<file path="src/rtl/motor_pwm_driver.sv">
// -----------------------------------------------------------------------------
// motor_pwm_driver
//
// Two-channel H-bridge driver. Each channel (A, B) decodes a direction command
// into IDLE / FWD / REV and inserts a fixed dead time on direction reversal.
// A shared 8-bit free-running counter produces PWM. The duty input is sampled
// only at period boundaries, so every period runs at one duty value.
//
// Optional feature (macro SOFT_START_EN): per-channel soft-start ramp. It
// limits the effective duty, starting at 0 on each start of motion and
// rising by 16 every PWM period until it reaches duty_q.
//
// Parameters:
//   DEAD_CYCLES  dead-time length in clk cycles on reversal (1..255)
//
// Ports:
//   clk    in   1  clock, rising edge
//   reset  in   1  asynchronous, active-high reset
//   cmd    in   4  [3]=A fwd, [2]=A rev, [1]=B fwd, [0]=B rev
//   duty   in   8  PWM duty for both channels, 1/256 units
//   out    out  4  H-bridge drive, same bit order as cmd (registered)
//   fault  out  1  sticky flag, set by any 11 (illegal) command pair
//   dead   out  2  [1]=A in dead time, [0]=B in dead time
// -----------------------------------------------------------------------------
module motor_pwm_driver #(
    parameter int unsigned DEAD_CYCLES = 8
) (
    input  logic       clk,
    input  logic       reset,
    input  logic [3:0] cmd,
    input  logic [7:0] duty,
    output logic [3:0] out,
    output logic       fault,
    output logic [1:0] dead
);

    typedef enum logic [1:0] {
        ST_IDLE,
        ST_FWD,
        ST_REV,
        ST_DEAD
    } state_t;

    localparam logic [7:0] DEAD_LOAD = 8'(DEAD_CYCLES - 1);

    // Illegal (11) decodes as STOP; the fault flag is handled separately.
    function automatic state_t decode(input logic [1:0] pair);
        case (pair)
            2'b10:   decode = ST_FWD;
            2'b01:   decode = ST_REV;
            default: decode = ST_IDLE;
        endcase
    endfunction

    // ---------------------------------------------------------------- PWM base
    logic [7:0] pwm_cnt_q, pwm_cnt_d;
    logic [7:0] duty_q, duty_d;
    logic       wrap;

    always_comb begin
        wrap      = (pwm_cnt_q == 8'hFF);
        pwm_cnt_d = pwm_cnt_q + 8'd1;
        duty_d    = wrap ? duty : duty_q;
    end

    // -------------------------------------------------------------- shared out
    logic [3:0] out_q, out_d;
    logic       fault_q, fault_d;
    logic [1:0] illegal;

    assign fault_d = fault_q | (|illegal);

    // NOTE: the reset branch is in the sensitivity list so reset acts without
    // waiting for a clock edge, and outputs clear the moment reset rises.
    always_ff @(posedge clk or posedge reset) begin
        if (reset) begin
            pwm_cnt_q <= '0;
            duty_q    <= '0;
            out_q     <= '0;
            fault_q   <= 1'b0;
        end else begin
            // NOTE: non-blocking assignments so every register samples
            // pre-edge values regardless of statement order.
            pwm_cnt_q <= pwm_cnt_d;
            duty_q    <= duty_d;
            out_q     <= out_d;
            fault_q   <= fault_d;
        end
    end

    assign out   = out_q;
    assign fault = fault_q;

    // ---------------------------------------------------------------- channels
    // ch=1 is channel A (cmd[3:2]), ch=0 is channel B (cmd[1:0]).
    for (genvar ch = 0; ch < 2; ch++) begin : g_ch
        localparam int RB = 2 * ch;
        localparam int FB = 2 * ch + 1;

        state_t     state_q, state_d;
        logic [7:0] dcnt_q, dcnt_d;
        logic [7:0] eff_duty_d;
        logic [1:0] pair;
        state_t     req;
        logic       pwm_on_d;

        assign pair       = cmd[RB +: 2];
        assign req        = decode(pair);
        assign illegal[ch] = &pair;

        always_comb begin
            // NOTE: every output of this block gets a default first, so no
            // path leaves a value unassigned and no latch is inferred.
            state_d = state_q;
            dcnt_d  = dcnt_q;
            unique case (state_q)
                ST_IDLE: state_d = req;
                ST_FWD: begin
                    if (req == ST_REV) begin
                        state_d = ST_DEAD;
                        dcnt_d  = DEAD_LOAD;
                    end else if (req == ST_IDLE) begin
                        state_d = ST_IDLE;
                    end
                end
                ST_REV: begin
                    if (req == ST_FWD) begin
                        state_d = ST_DEAD;
                        dcnt_d  = DEAD_LOAD;
                    end else if (req == ST_IDLE) begin
                        state_d = ST_IDLE;
                    end
                end
                ST_DEAD: begin
                    // Full dead time always elapses; cmd is only looked at
                    // once the counter has reached zero.
                    if (dcnt_q == 8'd0) state_d = req;
                    else                dcnt_d  = dcnt_q - 8'd1;
                end
            endcase
        end

`ifdef SOFT_START_EN
        logic [7:0] ramp_q, ramp_d;
        logic [8:0] ramp_inc;
        logic       starting;

        always_comb begin
            ramp_d   = ramp_q;
            ramp_inc = {1'b0, ramp_q} + 9'd16;
            starting = ((state_d == ST_FWD) || (state_d == ST_REV)) &&
                       ((state_q == ST_IDLE) || (state_q == ST_DEAD));
            if (starting) begin
                ramp_d = '0;
            end else if (wrap) begin
                ramp_d = (ramp_inc > {1'b0, duty_d}) ? duty_d : ramp_inc[7:0];
            end
            eff_duty_d = (ramp_d < duty_d) ? ramp_d : duty_d;
        end

        always_ff @(posedge clk or posedge reset) begin
            if (reset) ramp_q <= '0;
            else       ramp_q <= ramp_d;
        end
`else
        assign eff_duty_d = duty_d;
`endif

        // Output is computed from post-edge state/counter/duty so a command
        // reaches the pins on the same edge that changes the state.
        assign pwm_on_d  = (pwm_cnt_d < eff_duty_d);
        assign out_d[FB] = (state_d == ST_FWD) && pwm_on_d;
        assign out_d[RB] = (state_d == ST_REV) && pwm_on_d;
        assign dead[ch]  = (state_q == ST_DEAD);

        always_ff @(posedge clk or posedge reset) begin
            if (reset) begin
                state_q <= ST_IDLE;
                dcnt_q  <= '0;
            end else begin
                state_q <= state_d;
                dcnt_q  <= dcnt_d;
            end
        end
    end

endmodule

</file>
<file path="config.mk">
export PLATFORM = sky130hd
export DESIGN_NAME = motor_pwm_driver
export DESIGN_NICKNAME = d
export VERILOG_FILES = /design/src/rtl/motor_pwm_driver.sv
export SDC_FILE = /design/constraint.sdc
export NUM_CORES = 1
export LEC_CHECK = 0
export ABC_AREA = 1
export CAP_MARGIN = 20
export CORE_MARGIN = 2
export CORE_UTILIZATION = 61
export DETAILED_ROUTE_END_ITERATION = 8
export GPL_TIMING_DRIVEN = 0
export PLACE_DENSITY = 0.84
export RECOVER_POWER = 50
export SLEW_MARGIN = 20
export SYNTH_ARGS = -nofsm -noshare
export SYNTH_HDL_FRONTEND = slang
export SYNTH_SLANG_ARGS = --single-unit
</file>
<file path="constraint.sdc">
create_clock -name clk -period 5.87 [get_ports clk]
set_input_delay 1.174 -clock clk [delete_from_list [all_inputs] [get_ports clk]]
set_output_delay 1.174 -clock clk [all_outputs]
set_load 0.1 [all_outputs]
</file>
Word-level counts from Yosys, hierarchy flattened
Cells that the tools add are included.

Input port bits: 14. Word-level logic and storage cells: 76. Flip-flop bits (word level): 41.

Bitwise logic cells: 1. Muxes and demuxes: 21. Eq/ne operators: 25. Reduce and logical (&&, ||, !) cells: 17. $lt $le $gt $ge: 1. Add/subtract/negate cells: 3.

Operators by type and width (count): $mux W8 (7); $pmux W8 S3 (2); $eq A2 B2 Y1 const B (10); $eq A2 B1 Y1 const B (8); $logic_not A8 Y1 (2); $mux W2 (8); $pmux W2 S4 (2); $sub A8 B1 Y8 const B (2); $ne A2 B2 Y1 const B (6); $add A8 B1 Y8 const B (1); $eq A8 B8 Y1 const B (1); $logic_not A2 Y1 (4); $lt A8 B8 Y1 (1); $pmux W2 S2 (2); $reduce_and A4 Y1 (2); $reduce_bool A3 Y1 (2); $logic_and A1 B1 Y1 (4); $reduce_and A2 Y1 (2); $reduce_or A2 Y1 (1); $or A1 B1 Y1 (1).

Longest topological paths before layout
Gate-level depths: netlist of the first run.

Depth in word-level cells: 8. Depth in mapped cells: 16. Gate-level depth less buffers: 15.

Worst setup path before layout of the first run
OpenSTA, ideal clock, no wires.

Path kind: reg2out. Start: register g_ch[0].state_q[0]. End: output port dead[0]. Path buffers: 0. Setup slack: 3488 ps. Stages on the path, launching flop included: 3. Required time: 4696 ps. Arrival: 1208 ps. Path through: dfrtp_1 nand2_1 inv_1.

Cells in the longest elaborated chain, start to end: 1.

RTL lines: start: declaration (RTL line 100) `state_t state_q, state_d;`; start signal: assignment (RTL line 181) `state_q <= state_d;`; $eq A2 B2 Y1 (RTL line 174) `assign dead[ch] = (state_q == ST_DEAD);`; end: declaration (RTL line 34) `output logic [1:0] dead`.

No other way between the ends.

Worst setup path after layout of the first run
Ends and elaborated chain as after synthesis.

==> out/metrics.yaml, run 1 <==
outcome: "finished with violations"
failed_checks: "capacitance limit, slew limit"
core_area_sq_mm: 0.00342
drive_gt1_frac: 0.0694
crit_chain: "nand2_1 -> inv_1 -> clkdlybuf4s50_1"
critPathMaxStageDelay_ps: 1150
synth_seq_cells: 41
die_w_microns: 64.3
cp_max_fo: 8
slew_headroom: -0.0468
die_y_microns: 64.3
path_clk_slew_ps: 100
synth_top_area_frac: 0.463
fmax_ghz: 0.287
ir_drop_mv: 0.157
areaGrowthSynthToFinish_pct: 13.9
drv_slew: 33
cts_tree: "built"
yosysWarnings: 0
fp-row-count: 21
startpoint_type: "register"
setup_violations: 0
htree_num_levels: 2
cp_data_arrival_time_ps: 2320
ant_nets: 0
worst-path-buf-inv: 2
dp_hpwl_mm: 2.99
hold_viol: 0
synthArstFlopShare: 1.00
worst_pin_slew_ps: 1570
initialDrtViolationCount: 134
die-area_sq_mm: 0.00413
cts_setup_buffers: 0
worst_setup_path_end_kind: "output pin"
nFillCells: 266
cts_hold_buf: 0
synth_area_sq_mm: 0.00222
pwr_density_cell_mw_per_mm2: 227
rsz0062_at_grt: "no"
clock-sinks: 41
syn_avg_cell_area_sq_um: 8.52
fin_crit_ps: 3490
synthFlopType: "dfrtp_1"
initial_core_util: 0.649
period_share: 0.594
vias: 1699
synth.distinct_cells: 28
grt_start_max_net_pins: 33
antenna_cells: 0
clockBufferDepth: 2
tns_ps: 0
drcViolationCount: 0
vias_per_cell: 5.09
clock_latency_ps: 340
fin_util: 0.739
hp-class: "reg2reg"
synth_seq_area_share: 0.463
place.gp.congestion: 0.868
antenna_found_initial: 0
synthTopCellsByArea: "dfrtp_1 46%, nand2_1 8.0%, inv_1 7.6%"
wirelength_mm: 3.85
yosysTopAreaCell: "dfrtp_1"
cts_resized: 0
required_ps: 4700
slowest_stage: "clkdlybuf4s50_1"
cts-root-buf: "clkbuf_4"
critPathKind: "reg2out"
synth_edf_count: 0
netlist_top_cells_count: "47 x nand2_1, 45 x inv_1, 41 x dfrtp_1"
nets: 314
grt_pass1_wl_mm: 6.87
syn_nets: 286
place_worst_setup_slack_ps: 2770
cap_viol_max_count: 1
cts_made_buffers: 5
setup_ws_ps: 2380
p_leak_uw: 0.00132
overflow: 0
drt-wirelength-per-cell_microns: 11.5
ios: 21
cp_top_family: "buffers and inverters"
grt_usage: 0.214
power_uw: 573
yosysMostFrequentCell: "nand2_1"
drt_pass1_iterations: 4
skew_ps: 10.9
syn_inst: 260
io_buffer_count: 20
first_global_vias: 1690
-- worst paths after layout --
| path | from | end | slack, ps | cells past startpoint |
|---|---|---|---|---|
| max reg2reg | pwm_cnt_q[0] | out[0] | 3240 | 13 |
| min | duty_q[5] | duty_q[5] | 500 | 2 |
| min in group asynchronous | reset | pwm_cnt_q[1] | 1230 | 2 |
| max | g_ch[0].state_q[0] | dead[0] | 2380 | 3 |
| min reg2reg | duty_q[5] | duty_q[5] | 500 | 2 |
| max in group asynchronous | reset | g_ch[0].dcnt_q[1] | 2870 | 3 |
-- per-stage QoR --
stage	hold WS [ps]	instances	area, sq um
after global placement	466	326	2470
after global routing	526	334	2520
after floorplan	443	260	2220
after detailed placement	481	327	2490
after CTS	510	334	2550
final	504	334	2520
-- cell type report --
type                       instances  area [sq um]  area share
buffer                             2          16.3     0.00644
multi-input combinational        172           997       0.395
clock buffer                       7          55.1      0.0218
tap                               46          57.6      0.0228
inverter                          45           169      0.0669
timing repair buffer              21           204      0.0808
sequential                        41          1030       0.406
-- power breakdown --
| group | leakage [uW] | switching, uW | internal (uW) | total, uW |
|---|---|---|---|---|
| Combinational | 0.000803 | 75.1 | 45.9 | 121 |
| Sequential | 0.000489 | 15.0 | 298 | 313 |
| Clock | 0.0000314 | 82.4 | 56.6 | 139 |
-- routing by layer --
metal / vias up / part of all wire / GRT usage
met1: 780 / 0.45 / 0.249
met2: 23 / 0.50 / 0.379
met5: - / 0 / 0
met4: 0 / 0.015 / 0.0798
li1: 888 / - / -
met3: 8 / 0.032 / 0.0546
-- cells in the final DEF (no fill, tap or decap), types with 7 or more instances in the layout --
master,synthesis,layout
nand2_1,47,47
inv_1,45,45
dfrtp_1,41,41
nor2_1,28,29
clkdlybuf4s50_1,0,19
o21ai_0,16,16
nand3_1,14,14
xor2_1,13,13
ha_1,12,12
nand4_1,7,7
-- worst min-delay path, stage by stage, from the launching register on --
cell,delay (ps)
dfrtp_1,340
nand2_1,50
o21ai_0,80
-- logic make-up (layout without fill, tap and decap cells) --
logic type                 Yosys count  count (layout)  share of synthesized area
AOI/OAI and AO/OA                   37              37                      0.101
xor gates and xnor gates            14              14                     0.0553
adders and majority gates           12              12                     0.0678
buffers and inverters               47              75                     0.0836
DFF                                 41              41                      0.463
and+or+nand+nor                    109             109                      0.229
-- flip-flops by register name (all words and copies together), names as in the netlist --
| name | count |
|---|---|
| duty_q | 8 |
| fault | 1 |
| g_ch.dcnt_q | 16 |
| g_ch.state_q | 4 |
| out | 4 |
| pwm_cnt_q | 8 |
Power figures use the tool's default switching activity.
==> inputs of run 2 (changes only) <==
- CORE_UTILIZATION: 61 -> 57
- PLACE_DENSITY: 0.84 -> 0.79
- clock period: 5.87 -> 3.51 ns (I/O delays scaled with it)
==> run 2 against run 1 <==
Against the previous run: the run still ends with capacitance limit, slew limit left; utilization is 4.3 points lower; global-route usage is 0.26 points lower; critical path depth stayed put; clock power is 120% higher; register-to-register slack worse by 2200 ps; clock-buffer cell count stayed put; sequential share of layout area is 0.65 points lower; sequential power is 67% higher; cell count is 0.60% higher; first-iteration DRC count is 44% lower; final area is 1.6% higher; worst setup slack worse by 1800 ps; critical endpoint unchanged; largest power group unchanged; highest routed layer unchanged.
==> out/metrics.yaml, run 2 (synthesized netlist as in run 1, its figures left out) <==
met2_usage: 0.360
grt_start_max_net_pins: 31
initial_core_util: 0.601
final_common_cell: "nand2_1"
die_w_microns: 66.4
fin_util: 0.696
max_flop_register: "g_ch.dcnt_q"
cts_resized: 0
place_area_sq_mm: 0.00250
ant_nets: 0
fp-row-count: 22
place.gp.congestion: 0.829
grt_pass1_wl_mm: 6.99
drt_pass1_iterations: 5
htree_num_levels: 2
fmax_ghz: 0.337
vias_per_cell: 5.12
cts_tree: "built"
p_sw_frac: 0.293
dp_hpwl_mm: 2.95
drive_gt1_frac: 0.0729
antenna_found_initial: 0
drv_slew: 31
intPower_uw: 731
grt_use_met3: 0.0664
slew_headroom: -0.0128
die-area_sq_mm: 0.00440
reg2reg_depth: 13
cap_viol_max_count: 1
rsz0062_at_grt: "no"
critPathLaunch: "g_ch[0].state_q[0]"
largest_reg_flops: 16
die_y_microns: 66.4
overflow: 0
rrSetupSlack_ps: 1090
largestRegisters: "g_ch.dcnt_q x16, duty_q x8, pwm_cnt_q x8"
most-common-layout-cells: "47 x nand2_1, 45 x inv_1, 41 x dfrtp_1, 28 x nor2_1, 19 x clkdlybuf4s50_1"
nFillCells: 314
worstReg2RegEnd: "out[0]"
startpoint_type: "register"
cp_data_arrival_time_ps: 2270
nets: 314
cts_made_buffers: 5
grt_usage: 0.212
areaGrowthSynthToFinish_pct: 15.8
cp_max_fo: 8
io_buffer_count: 20
failed_checks: "capacitance limit, slew limit"
clockBufferDepth: 2
first_global_vias: 1716
core_area_sq_mm: 0.00369
path_clk_slew_ps: 70
worst_setup_path_end_kind: "output pin"
initialDrtViolationCount: 75
worst_pin_slew_ps: 1520
cts_hold_buf: 0
power_frac_seq: 0.507
final-seq-area_sq_mm: 0.00103
finalHoldWorstSlack_ps: 478
pwr_density_cell_mw_per_mm2: 403
cts_setup_buffers: 0
use_met1: 0.248
postLayoutCellArea_sq_mm: 0.00257
hp-class: "reg2reg"
ir_drop_mv: 0.247
hold_viol: 0
vias: 1719
setup_violations: 0
p_comb_frac: 0.199
critPathCapture: "dead[0]"
outcome: "finished with violations"
clock-sinks: 41
p_leak_uw: 0.00134
period_share: 0.846
critPathKind: "reg2out"
fin_crit_ps: 2970
p_clk_frac: 0.294
clock_latency_ps: 290
worstReg2RegStart: "pwm_cnt_q[0]"
required_ps: 2810
p_switching_uw: 303
antenna_cells: 0
grt_busiest_layer: "met2"
ios: 21
tns_ps: 0
drt-wirelength-per-cell_microns: 11.5
wirelength_mm: 3.88
multi_input_area_sq_mm: 0.00100
cts-root-buf: "clkbuf_8"
drcViolationCount: 0
skew_ps: 3.35
-- run 2: worst min-delay path by stage --
stage / to / cells after the start / slack, ps / start
global route: fault / 2 / 510 / fault
global placement: fault / 2 / 460 / fault
CTS: pwm_cnt_q[0] / 1 / 490 / pwm_cnt_q[0]
finish: fault / 2 / 480 / fault
floorplan: pwm_cnt_q[0] / 1 / 440 / pwm_cnt_q[0]
detailed placement: fault / 2 / 470 / fault
-- run 2: layout make-up --
class                      instances  share of cell area
tap                               48              0.0234
clock buffer                       7              0.0336
timing repair buffer              21              0.0795
buffer                             2             0.00634
multi-input combinational        172               0.392
sequential                        41               0.400
inverter                          45              0.0658
-- run 2: power by group through the flow --
stage	combinational, uW	sequential [uW]	clock (uW)
4_1_cts	210	523	308
5_1_grt	231	529	330
2_1_floorplan	156	526	0
3_5_place_dp	209	531	0
6_report	206	524	304
3_3_place_gp	196	531	0
-- run 2: stage by stage --
step / power, uW / setup slack (ps) / std cells
after CTS: 1040 / 551 / 336
after floorplan: 682 / 1400 / 260
final: 1030 / 540 / 336
after detailed placement: 740 / 895 / 329
after global placement: 727 / 889 / 328
after global routing: 1090 / 429 / 336
-- run 2: per-layer routing --
metal  vias up  part of all wire
met5         -                 0
met4         0             0.011
met3         7             0.053
met2        43              0.48
met1       781              0.45
li1        888                 -
-- run 2: worst max-delay path, stage by stage, from the launching register on --
cell	delay, ps
dfrtp_1	400
nand2_1	230
inv_1	190
clkdlybuf4s50_1	1150
==> inputs of run 3 (changes only) <==
- CORE_UTILIZATION: 57 -> 51
- PLACE_DENSITY: 0.79 -> 0.75
- clock period: 3.51 -> 2.7 ns (I/O delays scaled with it)
==> run 3 against run 2 <==
Against the previous run: hold slack improved by 11 ps; the flow now finishes without violations; global-route usage fell by 3.5 points; combinational power rose by 27%; cell count rose by 0.89%; largest cell class unchanged; clock-buffer cell count fell by 1; critical path depth did not move; register-to-register slack got worse by 780 ps; die area rose by 11%; highest routed layer unchanged; sequential share of layout area fell by 0.54 points; sequential cell count did not move; utilization fell by 5.9 points.
==> out/metrics.yaml, run 3 (synthesized netlist as in run 1, its figures left out) <==
outcome: "complete, no violations"
final_common_cell: "nand2_1"
clock_latency_ps: 290
overflow: 0
crit_chain: "nand2_1 -> inv_1 -> dlygate4sd2_1"
die-area_sq_mm: 0.00489
place_worst_setup_slack_ps: 187
drt_pass1_iterations: 5
initial_core_util: 0.542
p_leak_uw: 0.00135
worstReg2RegStart: "pwm_cnt_q[0]"
largestRegisters: "g_ch.dcnt_q x16, duty_q x8, pwm_cnt_q x8"
io_buffer_count: 20
setup_ws_ps: 189
setup_violations: 0
worstReg2RegEnd: "out[2]"
dp_hpwl_mm: 2.96
reg2reg_depth: 13
cts_resized: 2
drive_gt1_frac: 0.0830
critPathCapture: "dead[0]"
worst_pin_slew_ps: 968
areaGrowthSynthToFinish_pct: 17.4
required_ps: 2160
grt_usage: 0.176
ant_nets: 0
tns_ps: 0
clockBufferDepth: 2
ir_drop_mv: 0.501
cp_top_family: "buffers and inverters"
hold_viol: 0
core_area_sq_mm: 0.00409
grt_start_max_net_pins: 36
cp_max_fo: 8
largest_reg_flops: 16
critPathKind: "reg2out"
antenna_cells: 0
cts_setup_buffers: 0
cts_hold_buf: 0
slowest_stage: "dlygate4sd2_1"
skew_ps: 3.48
cts_made_buffers: 5
rrSetupSlack_ps: 310
fp-row-count: 23
first_global_vias: 1638
initialDrtViolationCount: 61
drcViolationCount: 0
place_area_sq_mm: 0.00250
fmax_ghz: 0.398
wirelength_mm: 3.79
clock-sinks: 41
max_flop_register: "g_ch.dcnt_q"
nFillCells: 372
drt-wirelength-per-cell_microns: 11.2
grt_pass1_wl_mm: 6.93
power_uw: 1450
slew_headroom: 0.352
cap_viol_max_count: 0
postLayoutCellArea_sq_mm: 0.00260
startpoint_type: "register"
htree_num_levels: 2
vias_per_cell: 5.01
place.gp.congestion: 0.786
vias: 1697
fin_crit_ps: 2510
ios: 21
path_clk_slew_ps: 80
cp_data_arrival_time_ps: 1970
die_y_microns: 69.9
critPathLaunch: "g_ch[0].state_q[0]"
hp-class: "reg2reg"
drv_slew: 0
period_share: 0.930
antenna_found_initial: 0
worst_setup_path_end_kind: "output pin"
pwr_density_cell_mw_per_mm2: 558
cts_tree: "built"
cp.depth: 3
most-common-layout-cells: "47 x nand2_1, 45 x inv_1, 41 x dfrtp_1, 28 x nor2_1, 17 x clkdlybuf4s50_1"
die_w_microns: 69.9
nets: 314
critPathMaxStageDelay_ps: 870
rsz0062_at_grt: "no"
worst-path-buf-inv: 2
cts-root-buf: "clkbuf_8"
run 3: cell count changes in the layout (fill, tap and decap cells not counted), sizes merged:
cell	change
clkdlybuf4s50	-2
clkbuf	-1
clkinvlp	+1
bufinv	+1
dlygate4sd2	+2
run 3: worst min-delay path by stage:
stage                      startpoint                end  depth (start not counted)
floorplan                pwm_cnt_q[0]       pwm_cnt_q[0]                          1
finish                          fault              fault                          2
CTS                             reset  g_ch[1].dcnt_q[6]                          2
detailed placement              fault              fault                          2
global route        g_ch[1].dcnt_q[0]  g_ch[1].dcnt_q[0]                          1
global placement                fault              fault                          2
run 3: routing by layer:
layer	vias up	track usage	wire [microns]
met5	-	0	0
met1	775	0.225	1780
li1	888	-	-
met3	4	0.0476	155
met4	0	0.0513	42
met2	30	0.295	1810
run 3: power breakdown:
group          internal [uW]  total, uW  switching (uW)
Sequential               647        680            33.4
Clock                    300        509             209
Combinational           98.3        261             163
Total                   1050       1450             405
run 3: per-stage QoR:
| stage | hold WS [ps] | cells | utilization |
|---|---|---|---|
| finish | 490 | 339 | 0.637 |
| global route | 531 | 339 | 0.637 |
| CTS | 457 | 339 | 0.640 |
| detailed placement | 478 | 331 | 0.611 |
| global placement | 469 | 330 | 0.607 |
| floorplan | 443 | 260 | - |
run 3: tightest hold or removal path, stage by stage (launching register included):
cell	delay, ps
dfrtp_1	350
a21oi_1	40
o21ai_0	60
run 3: final cells by class:
| class | instances | area [sq um] | area share |
|---|---|---|---|
| Clock inverter | 2 | 37.5 | 0.0144 |
| Sequential cell | 41 | 1030 | 0.394 |
| Multi-Input combinational cell | 172 | 1000 | 0.386 |
| Timing Repair Buffer | 21 | 203 | 0.0779 |
| Buffer | 2 | 16.3 | 0.00625 |
| Inverter | 45 | 169 | 0.0649 |
| Clock buffer | 6 | 82.6 | 0.0317 |
| Tap cell | 50 | 62.6 | 0.0241 |
